**src/rtl/stall_ctrl.sv**
```systemverilog
// Pipeline stall/flush controller: load-use bubbles, branch flushes, and
// data-memory wait freezes with timeout. Optional stall counter: STALL_CTRL_PERF_EN.
module stall_ctrl #(
  parameter int unsigned MEM_TIMEOUT = 255
) (
  input  logic        clk_i,
  input  logic        rst_i,
  input  logic [31:0] ifid_inst_i,
  input  logic [4:0]  idex_rt_i,
  input  logic        idex_memread_i,
  input  logic        branch_taken_i,
  input  logic        dmem_req_i,
  input  logic        dmem_ack_i,
  output logic        pc_we_o,
  output logic        ifid_we_o,
  output logic        ifid_flush_o,
  output logic        idex_bubble_o,
  output logic        freeze_o,
  output logic        err_o,
  output logic [1:0]  state_o,
  output logic [15:0] stall_cnt_o
);

  typedef enum logic [1:0] {
    RUN      = 2'b00,
    MEM_WAIT = 2'b01,
    ERROR    = 2'b10
  } state_t;

  localparam logic [7:0] TMO = 8'(MEM_TIMEOUT);

  state_t     state, state_nxt;
  logic [7:0] tmo_cnt, tmo_nxt;
  logic [4:0] rs, rt;
  logic       lu, ms;
  logic       pc_we, ifid_we, ifid_flush, idex_bubble, freeze;
  logic       unused_inst;

  assign rs          = ifid_inst_i[25:21];
  assign rt          = ifid_inst_i[20:16];
  assign unused_inst = ^{ifid_inst_i[31:26], ifid_inst_i[15:0]};

  assign lu = idex_memread_i & (idex_rt_i != 5'd0) & ((idex_rt_i == rs) | (idex_rt_i == rt));
  assign ms = dmem_req_i & ~dmem_ack_i;

  always_ff @(posedge clk_i or negedge rst_i) begin
    if (!rst_i) begin
      state   <= RUN;
      tmo_cnt <= 8'd0;
    end else begin
      state   <= state_nxt;
      tmo_cnt <= tmo_nxt;
    end
  end

  always_comb begin
    state_nxt   = state;
    tmo_nxt     = tmo_cnt;
    pc_we       = 1'b0;
    ifid_we     = 1'b0;
    ifid_flush  = 1'b0;
    idex_bubble = 1'b0;
    freeze      = 1'b0;
    case (state)
      RUN: begin
        if (ms) begin
          freeze    = 1'b1;
          state_nxt = MEM_WAIT;
          tmo_nxt   = 8'd1;
        end else if (lu) begin
          // a taken branch is held back until the hazard clears
          idex_bubble = 1'b1;
        end else begin
          pc_we      = 1'b1;
          ifid_we    = 1'b1;
          ifid_flush = branch_taken_i;
        end
      end
      MEM_WAIT: begin
        if (!dmem_ack_i) begin
          freeze = 1'b1;
          if (tmo_cnt >= TMO) state_nxt = ERROR;
          else                tmo_nxt   = tmo_cnt + 8'd1;
        end else begin
          // ack cycle resolves exactly like a stall-free RUN cycle
          state_nxt = RUN;
          tmo_nxt   = 8'd0;
          if (lu) begin
            idex_bubble = 1'b1;
          end else begin
            pc_we      = 1'b1;
            ifid_we    = 1'b1;
            ifid_flush = branch_taken_i;
          end
        end
      end
      ERROR: begin
        freeze = 1'b1;
      end
      default: begin
        state_nxt = RUN;
        tmo_nxt   = 8'd0;
      end
    endcase
  end

  // reset forces every control output low without waiting for a clock
  assign pc_we_o       = rst_i & pc_we;
  assign ifid_we_o     = rst_i & ifid_we;
  assign ifid_flush_o  = rst_i & ifid_flush;
  assign idex_bubble_o = rst_i & idex_bubble;
  assign freeze_o      = rst_i & freeze;
  assign err_o         = (state == ERROR);
  assign state_o       = state;

`ifdef STALL_CTRL_PERF_EN
  logic [15:0] perf_cnt;

  always_ff @(posedge clk_i or negedge rst_i) begin
    if (!rst_i)
      perf_cnt <= 16'd0;
    else if ((state != ERROR) && !pc_we && (perf_cnt != 16'hFFFF))
      perf_cnt <= perf_cnt + 16'd1;
  end

  assign stall_cnt_o = perf_cnt;
`else
  assign stall_cnt_o = 16'h0000;
`endif

endmodule

```
**config.mk**
```make
export PLATFORM = sky130hd
export DESIGN_NAME = stall_ctrl
export DESIGN_NICKNAME = d
export VERILOG_FILES = /design/src/rtl/stall_ctrl.sv
export SDC_FILE = /design/constraint.sdc
export NUM_CORES = 1
export LEC_CHECK = 0
export BUFFER_PORTS_ARGS = -buffer_cell sky130_fd_sc_hd__buf_2
export CAP_MARGIN = 15
export CELL_PAD_IN_SITES_DETAIL_PLACEMENT = 1
export CELL_PAD_IN_SITES_GLOBAL_PLACEMENT = 1
export CORE_UTILIZATION = 26
export DETAILED_ROUTE_END_ITERATION = 10
export PLACE_DENSITY_LB_ADDON = 0.1
export SETUP_SLACK_MARGIN = 0.2
export SYNTH_ARGS = -nofsm -noshare
export SYNTH_HDL_FRONTEND = slang
export SYNTH_SLANG_ARGS = --single-unit
```
**constraint.sdc**
```tcl
create_clock -name clk_i -period 1.8 [get_ports clk_i]
set_input_delay 0.27 -clock clk_i [delete_from_list [all_inputs] [get_ports clk_i]]
set_output_delay 0.27 -clock clk_i [all_outputs]
set_load 0.02 [all_outputs]
```
==> impl_metrics.env, run 1 <==
export IMPL_status="complete, no violations"
export IMPL_tns_ns=0
export IMPL_final_area_um2=1206
export IMPL_grtUsageTotal=0.1328
export IMPL_synth_simple_gate_area_frac=0.2211
export IMPL_fin_crit_ns=1.747
export IMPL_clock_sinks=10
export IMPL_grt_util_met3=0.03712
export IMPL_ios=67
export IMPL_crit_path_cell_trace="buf_6, or4_4, o21a_4, a211oi_2, buf_4"
export IMPL_cap_violations=0
export IMPL_final_fill_count=395
export IMPL_dp_slack_ns=0.01392
export IMPL_ys_ff_latch=10
export IMPL_syn_cell_area_um2=854.6
export IMPL_hold_viol_final=0
export IMPL_area_growth_pct=41.14
export IMPL_post_drt_wl_per_cell_um=12.42
export IMPL_post_synth_top_area_cell="dfrtp_1"
export IMPL_crit_path_end_kind="primary output"
export IMPL_cts_tree="built"
export IMPL_viasPerCell=4.479
export IMPL_grt_start_max_net_pins=18
export IMPL_placed_area_um2=1031
export IMPL_async_reset_ff_frac=1.000
export IMPL_syn_inst=102
export IMPL_finalSetupViolations=0
export IMPL_synth_top_family_by_area="simple AND/OR/NAND/NOR gates"
export IMPL_gr_total_overflow=0
export IMPL_synth_cell_type_count=33
export IMPL_clk_path_buf_depth=2
export IMPL_htreeDepth=1
export IMPL_synth_xor_area_frac=0.1230
export IMPL_synth_edff_count=0
export IMPL_leakage_nw=0.5730
export IMPL_drt_antenna_violating_nets=0
export IMPL_multi_input_area_um2=580.6
export IMPL_setup_slack_ns=0.05298
export IMPL_slew_violations=0
export IMPL_placement_io_buffers=28
export IMPL_cp_data_arrival_time_ns=1.48
export IMPL_worstHoldPathType="primary input to register"
export IMPL_num_rows=20
export IMPL_ys_seq_area_frac=0.2928
export IMPL_rsz0062_at_grt="yes"
export IMPL_wl_mm=2.335
export IMPL_drive_gt1_frac=0.4028
export IMPL_worst_setup_path_start_kind="primary input"
export IMPL_skew_ns=0.01068
export IMPL_use_met1=0.1702
export IMPL_synth_mux_area_frac=0.02343
export IMPL_dr_pass1_iters=4
export IMPL_critical_path_top_delay_family="simple AND/OR/NAND/NOR gates"
export IMPL_path_clk_slew_ns=0.07
export IMPL_worstPathRequired_ns=1.53
export IMPL_avgSynthCellArea_um2=8.378
export IMPL_power_density_nw_per_um2=555.8
export IMPL_grt_pass1_wl_mm=3.560
export IMPL_seqCellArea_um2=250.2
export IMPL_worstSetupPathType="primary input to primary output"
export IMPL_gp_congestion=0.6872
export IMPL_vdd_ir_drop_worst_mv=0.3370
export IMPL_dpl_hpwl_mm=1.762
export IMPL_busiest_layer="met2"
export IMPL_cts_root_buf="clkbuf_4"
export IMPL_critPathMaxFanout=3
export IMPL_globalRouteMet2Util=0.2247
export IMPL_clkLatencyLatePin_ns=0.27
export IMPL_post_route_period_util=0.9706
export IMPL_drc=0
export IMPL_synthAdderAreaFrac=0.01464
export IMPL_num_vias=842
export IMPL_fp_coreArea_um2=3078
export IMPL_yosysTopAreaCellShare=0.2928
export IMPL_fin_nets=189
export IMPL_critPathSlowestCell="or4_4"
export IMPL_drtIter0Drc=5
export IMPL_synth_compound_area_share=0.1581
export IMPL_start_util=0.2776
export IMPL_synthTopCellsByArea="dfrtp_1 29%, buf_4 15%, xnor2_1 10%"
export IMPL_synth_main_ff_cell="dfrtp_1"
export IMPL_final_cell_mix="21 x buf_2, 16 x conb_1, 14 x buf_4"
export IMPL_die_h_um=59.33
export IMPL_die_w_um=59.33
export IMPL_crit_buf_inv=2
export IMPL_fmax_mhz=572.4
export IMPL_yosysWarnings=0
export IMPL_antenna_found_initial=0
export IMPL_mostFrequentLayoutCell="buf_2"
export IMPL_crit_path_max_incr_delay_ns=0.53
export IMPL_first_global_vias=815
export IMPL_diodes=0
export IMPL_dieArea_um2=3520
export IMPL_cts_made_buffers=3
-- logic make-up (layout without fill, tap and decap cells) --
group / Yosys count / count (layout)
other: 1 / 16
adders and majority gates: 1 / 1
and+or+nand+nor: 35 / 35
buffers and inverters: 20 / 47
DFF: 10 / 10
xor gates and xnor gates: 12 / 12
muxes: 2 / 2
AOI/OAI and AO/OA: 21 / 21
-- tightest hold or removal path: stages --
cell and delay (ns):
buf_2 0.10, nor2_2 0.04, o21ai_2 0.06, a21oi_1 0.04
-- through the flow --
step                instances  hold WS [ns]  power (mW)  utilization
finish                    188        0.2897      0.6704       0.3919
global route              188        0.2928      0.7120       0.3919
CTS                       185        0.2941      0.6546       0.3683
detailed placement        178        0.2277      0.4337       0.3350
global placement          178        0.2196      0.4294       0.3350
floorplan                 117      -0.02559      0.3904            -
-- cell usage after synthesis, drive strengths merged, types with 2 or more instances --
cell type and instances:
inv 2, nor2b 3, dfrtp 10, o21ai 6
nor2 9, nand2 6, xnor2 10, o22ai 2
a211oi 2, and4 2, buf 17, and3 3
mux2i 2, xor2 2, a21oi 5, nand3 5
o211ai 2
-- report_power, final --
group | switching (mW) | leakage (nW) | internal (mW)
clock | 0.0797 | 0.0210 | 0.123
sequential | 0.0113 | 0.135 | 0.236
combinational | 0.123 | 0.417 | 0.0977
total | 0.214 | 0.573 | 0.457
-- final timing paths --
path                            depth (start not counted)                     end              startpoint  slack, ns
worst max-delay path                                    5            ifid_flush_o            idex_rt_i[1]       0.05
worst min-delay path                                    4  state_o[0]$_DFFE_PN0P_              dmem_ack_i       0.29
worst max register to register                          6  tmo_cnt[6]$_DFFE_PN0P_  state_o[1]$_DFFE_PN0P_       0.31
worst min register to register                          2  state_o[0]$_DFFE_PN0P_  state_o[0]$_DFFE_PN0P_       0.57
max in group asynchronous                               3  tmo_cnt[1]$_DFFE_PN0P_                   rst_i       0.87
min in group asynchronous                               3  state_o[1]$_DFFE_PN0P_                   rst_i       0.59
-- what timing repair did --
action | 4_1_cts | 5_1_grt
hold endpoints to repair | 10 | 0
setup endpoints to repair | 5 | 8
resized for setup | 12 | 11
hold buffers | 1 | 0
pin swaps | 0 | 4
setup buffers | 2 | 3
-- area by class of cell --
| class | instances | share of cell area |
|---|---|---|
| Tap cell | 44 | 0.04564 |
| Multi-Input combinational cell | 87 | 0.4813 |
| Sequential cell | 10 | 0.2075 |
| Clock buffer | 4 | 0.03008 |
| Inverter | 2 | 0.006224 |
| Timing Repair Buffer | 41 | 0.2293 |
-- flip-flops by register name, summed over array words and instances, names as in the netlist --
| signal | count |
|---|---|
| state_o | 2 |
| tmo_cnt | 8 |
-- per-layer routing --
metal	up-vias	part of all wire
met5	-	0
met4	0	0
met3	0	0.060
met2	29	0.50
met1	405	0.44
li1	408	-
Note: power is estimated with default switching activity, not from simulation.
==> run 2: changes to the inputs <==
Settings changed: RECOVER_POWER set to 50.
==> run 2 against run 1 <==
  * Routed wire length about the same
  * Final area decreased by 0.42%
  * Die area unchanged
  * Clock-buffer cell count unchanged
  * Sequential share of layout area increased by 0.087 points
  * Total power decreased by 0.30%
  * Final cell count unchanged
  * Maximum frequency unchanged
  * Clock skew unchanged
  * Register-to-register slack about the same
  * Worst setup slack unchanged
  * Core utilization decreased by 0.16 points
  * Critical path type unchanged
  * Largest power group unchanged
  * Highest routed layer unchanged
==> impl_metrics.env, run 2 (same netlist as run 1, synthesis figures left out) <==
export IMPL_die_h_um=59.33
export IMPL_skew_ns=0.01068
export IMPL_power_uw=668.3
export IMPL_grt_start_max_net_pins=18
export IMPL_die_w_um=59.33
export IMPL_cts_made_buffers=3
export IMPL_netSwitchingPower_uw=213.2
export IMPL_placement_io_buffers=28
export IMPL_first_global_vias=815
export IMPL_busiest_layer="met2"
export IMPL_drtIter0Drc=5
export IMPL_mostFrequentLayoutCell="buf_2"
export IMPL_min_from="dmem_ack_i"
export IMPL_start_util=0.2776
export IMPL_vdd_ir_drop_worst_mv=0.3369
export IMPL_intPower_uw=455.2
export IMPL_path_clk_slew_ns=0.07
export IMPL_whs_path_depth=4
export IMPL_globalRouteMet2Util=0.2247
export IMPL_drc=0
export IMPL_power_frac_comb=0.327
export IMPL_hold_viol_final=0
export IMPL_worst_setup_path_start_kind="primary input"
export IMPL_startpoint="idex_rt_i[1]"
export IMPL_slew_violations=0
export IMPL_clk_path_buf_depth=2
export IMPL_dieArea_um2=3520
export IMPL_r2r_cells=6
export IMPL_p_clk_frac=0.303
export IMPL_drt_antenna_violating_nets=0
export IMPL_regMostFlops="tmo_cnt"
export IMPL_crit_path_end_kind="primary output"
export IMPL_fin_nets=189
export IMPL_use_met1=0.1702
export IMPL_fin_crit_ns=1.747
export IMPL_post_route_period_util=0.9706
export IMPL_drive_gt1_frac=0.3819
export IMPL_grt_util_met3=0.03712
export IMPL_clkLatencyLatePin_ns=0.27
export IMPL_diodes=0
export IMPL_cap_violations=0
export IMPL_antenna_found_initial=0
export IMPL_gr_total_overflow=0
export IMPL_num_rows=20
export IMPL_finalSetupViolations=0
export IMPL_htreeDepth=1
export IMPL_fp_coreArea_um2=3078
export IMPL_critPathMaxFanout=3
export IMPL_worstHoldPathType="primary input to register"
export IMPL_leakage_nw=0.5666
export IMPL_rsz0062_at_grt="yes"
export IMPL_post_drt_wl_per_cell_um=12.41
export IMPL_num_vias=842
export IMPL_largest_register_ffs=8
export IMPL_final_cell_mix="19 x buf_2, 16 x conb_1, 12 x buf_4"
export IMPL_status="complete, no violations"
export IMPL_switching_share=0.3190
export IMPL_cp_data_arrival_time_ns=1.48
export IMPL_ios=67
export IMPL_area_growth_pct=40.56
export IMPL_cts_root_buf="clkbuf_4"
export IMPL_grtUsageTotal=0.1328
export IMPL_grt_pass1_wl_mm=3.560
export IMPL_clock_sinks=10
export IMPL_worstPathRequired_ns=1.53
export IMPL_worstSetupPathType="primary input to primary output"
export IMPL_wl_mm=2.334
export IMPL_seqPwrFrac=0.370
export IMPL_cts_tree="built"
export IMPL_tns_ns=0
export IMPL_power_density_nw_per_um2=556.4
export IMPL_dpl_hpwl_mm=1.762
export IMPL_gp_congestion=0.6872
export IMPL_viasPerCell=4.479
export IMPL_r2r_start="state_o[1]$_DFFE_PN0P_"
export IMPL_dr_pass1_iters=4
export IMPL_fmax_mhz=572.4
==> run 2: cell types whose count changed in the layout (fill, tap and decap cells not counted) <==
| cell | previous run | this run |
|---|---|---|
| clkbuf_4 | 3 | 5 |
| buf_2 | 21 | 19 |
| buf_4 | 14 | 12 |
| ha_2 | 1 | 0 |
| ha_1 | 0 | 1 |
| clkbuf_1 | 0 | 2 |
==> run 2: power groups by stage <==
stage | Combinational, mW | Sequential, mW | Clock, mW
after floorplan | 0.137 | 0.254 | 0
after global placement | 0.177 | 0.253 | 0
after detailed placement | 0.181 | 0.253 | 0
after CTS | 0.193 | 0.249 | 0.212
after global routing | 0.238 | 0.248 | 0.224
final | 0.219 | 0.247 | 0.202
==> run 2: final cells by class <==
| class | count | area, µm² |
|---|---|---|
| multi-input cells | 87 | 578.1 |
| clock buffers | 4 | 36.28 |
| flip-flops and latches | 10 | 250.2 |
| inverters | 2 | 7.507 |
| well taps | 44 | 55.05 |
| fillers | 395 | 1877 |
| repair buffers | 41 | 274.0 |
==> run 2: path summary, 6_finish.rpt <==
kind	to	slack, ns
max	ifid_flush_o	0.05
min	state_o[0]$_DFFE_PN0P_	0.29
max reg2reg	tmo_cnt[6]$_DFFE_PN0P_	0.31
min reg2reg	state_o[0]$_DFFE_PN0P_	0.57
max in group asynchronous	tmo_cnt[1]$_DFFE_PN0P_	0.84
min in group asynchronous	state_o[1]$_DFFE_PN0P_	0.61
==> run 2: worst max-delay path: stages <==
cell and delay [ns]:
buf_6 0.09, or4_4 0.53, o21a_4 0.22, a211oi_2 0.18, buf_4 0.17
==> run 2: metal layers <==
layer	wire length, µm	vias up
li1	-	408
met1	1030	405
met2	1164	29
met3	139	0
met4	0	0
met5	0	-
==> run 2: metrics by stage <==
stage,std cells,util,worst slack (ns),cell area (µm²),hold slack (ns)
after floorplan,117,-,0.06600,914.6,-0.02559
after global placement,178,0.3350,0.03097,1031,0.2196
after detailed placement,178,0.3350,0.01392,1031,0.2277
after CTS,185,0.3683,0.05154,1134,0.2941
after global routing,188,0.3902,0.01782,1201,0.2928
final,188,0.3902,0.05298,1201,0.2908
==> run 2: repair_timing <==
action                                  CTS  global route
endpoints found under the setup margin    5             8
endpoints found under the hold margin    10             0
gates resized for setup                  12            11
setup buffers                             2             3
pin swaps                                 0             4
hold buffers                              1             0
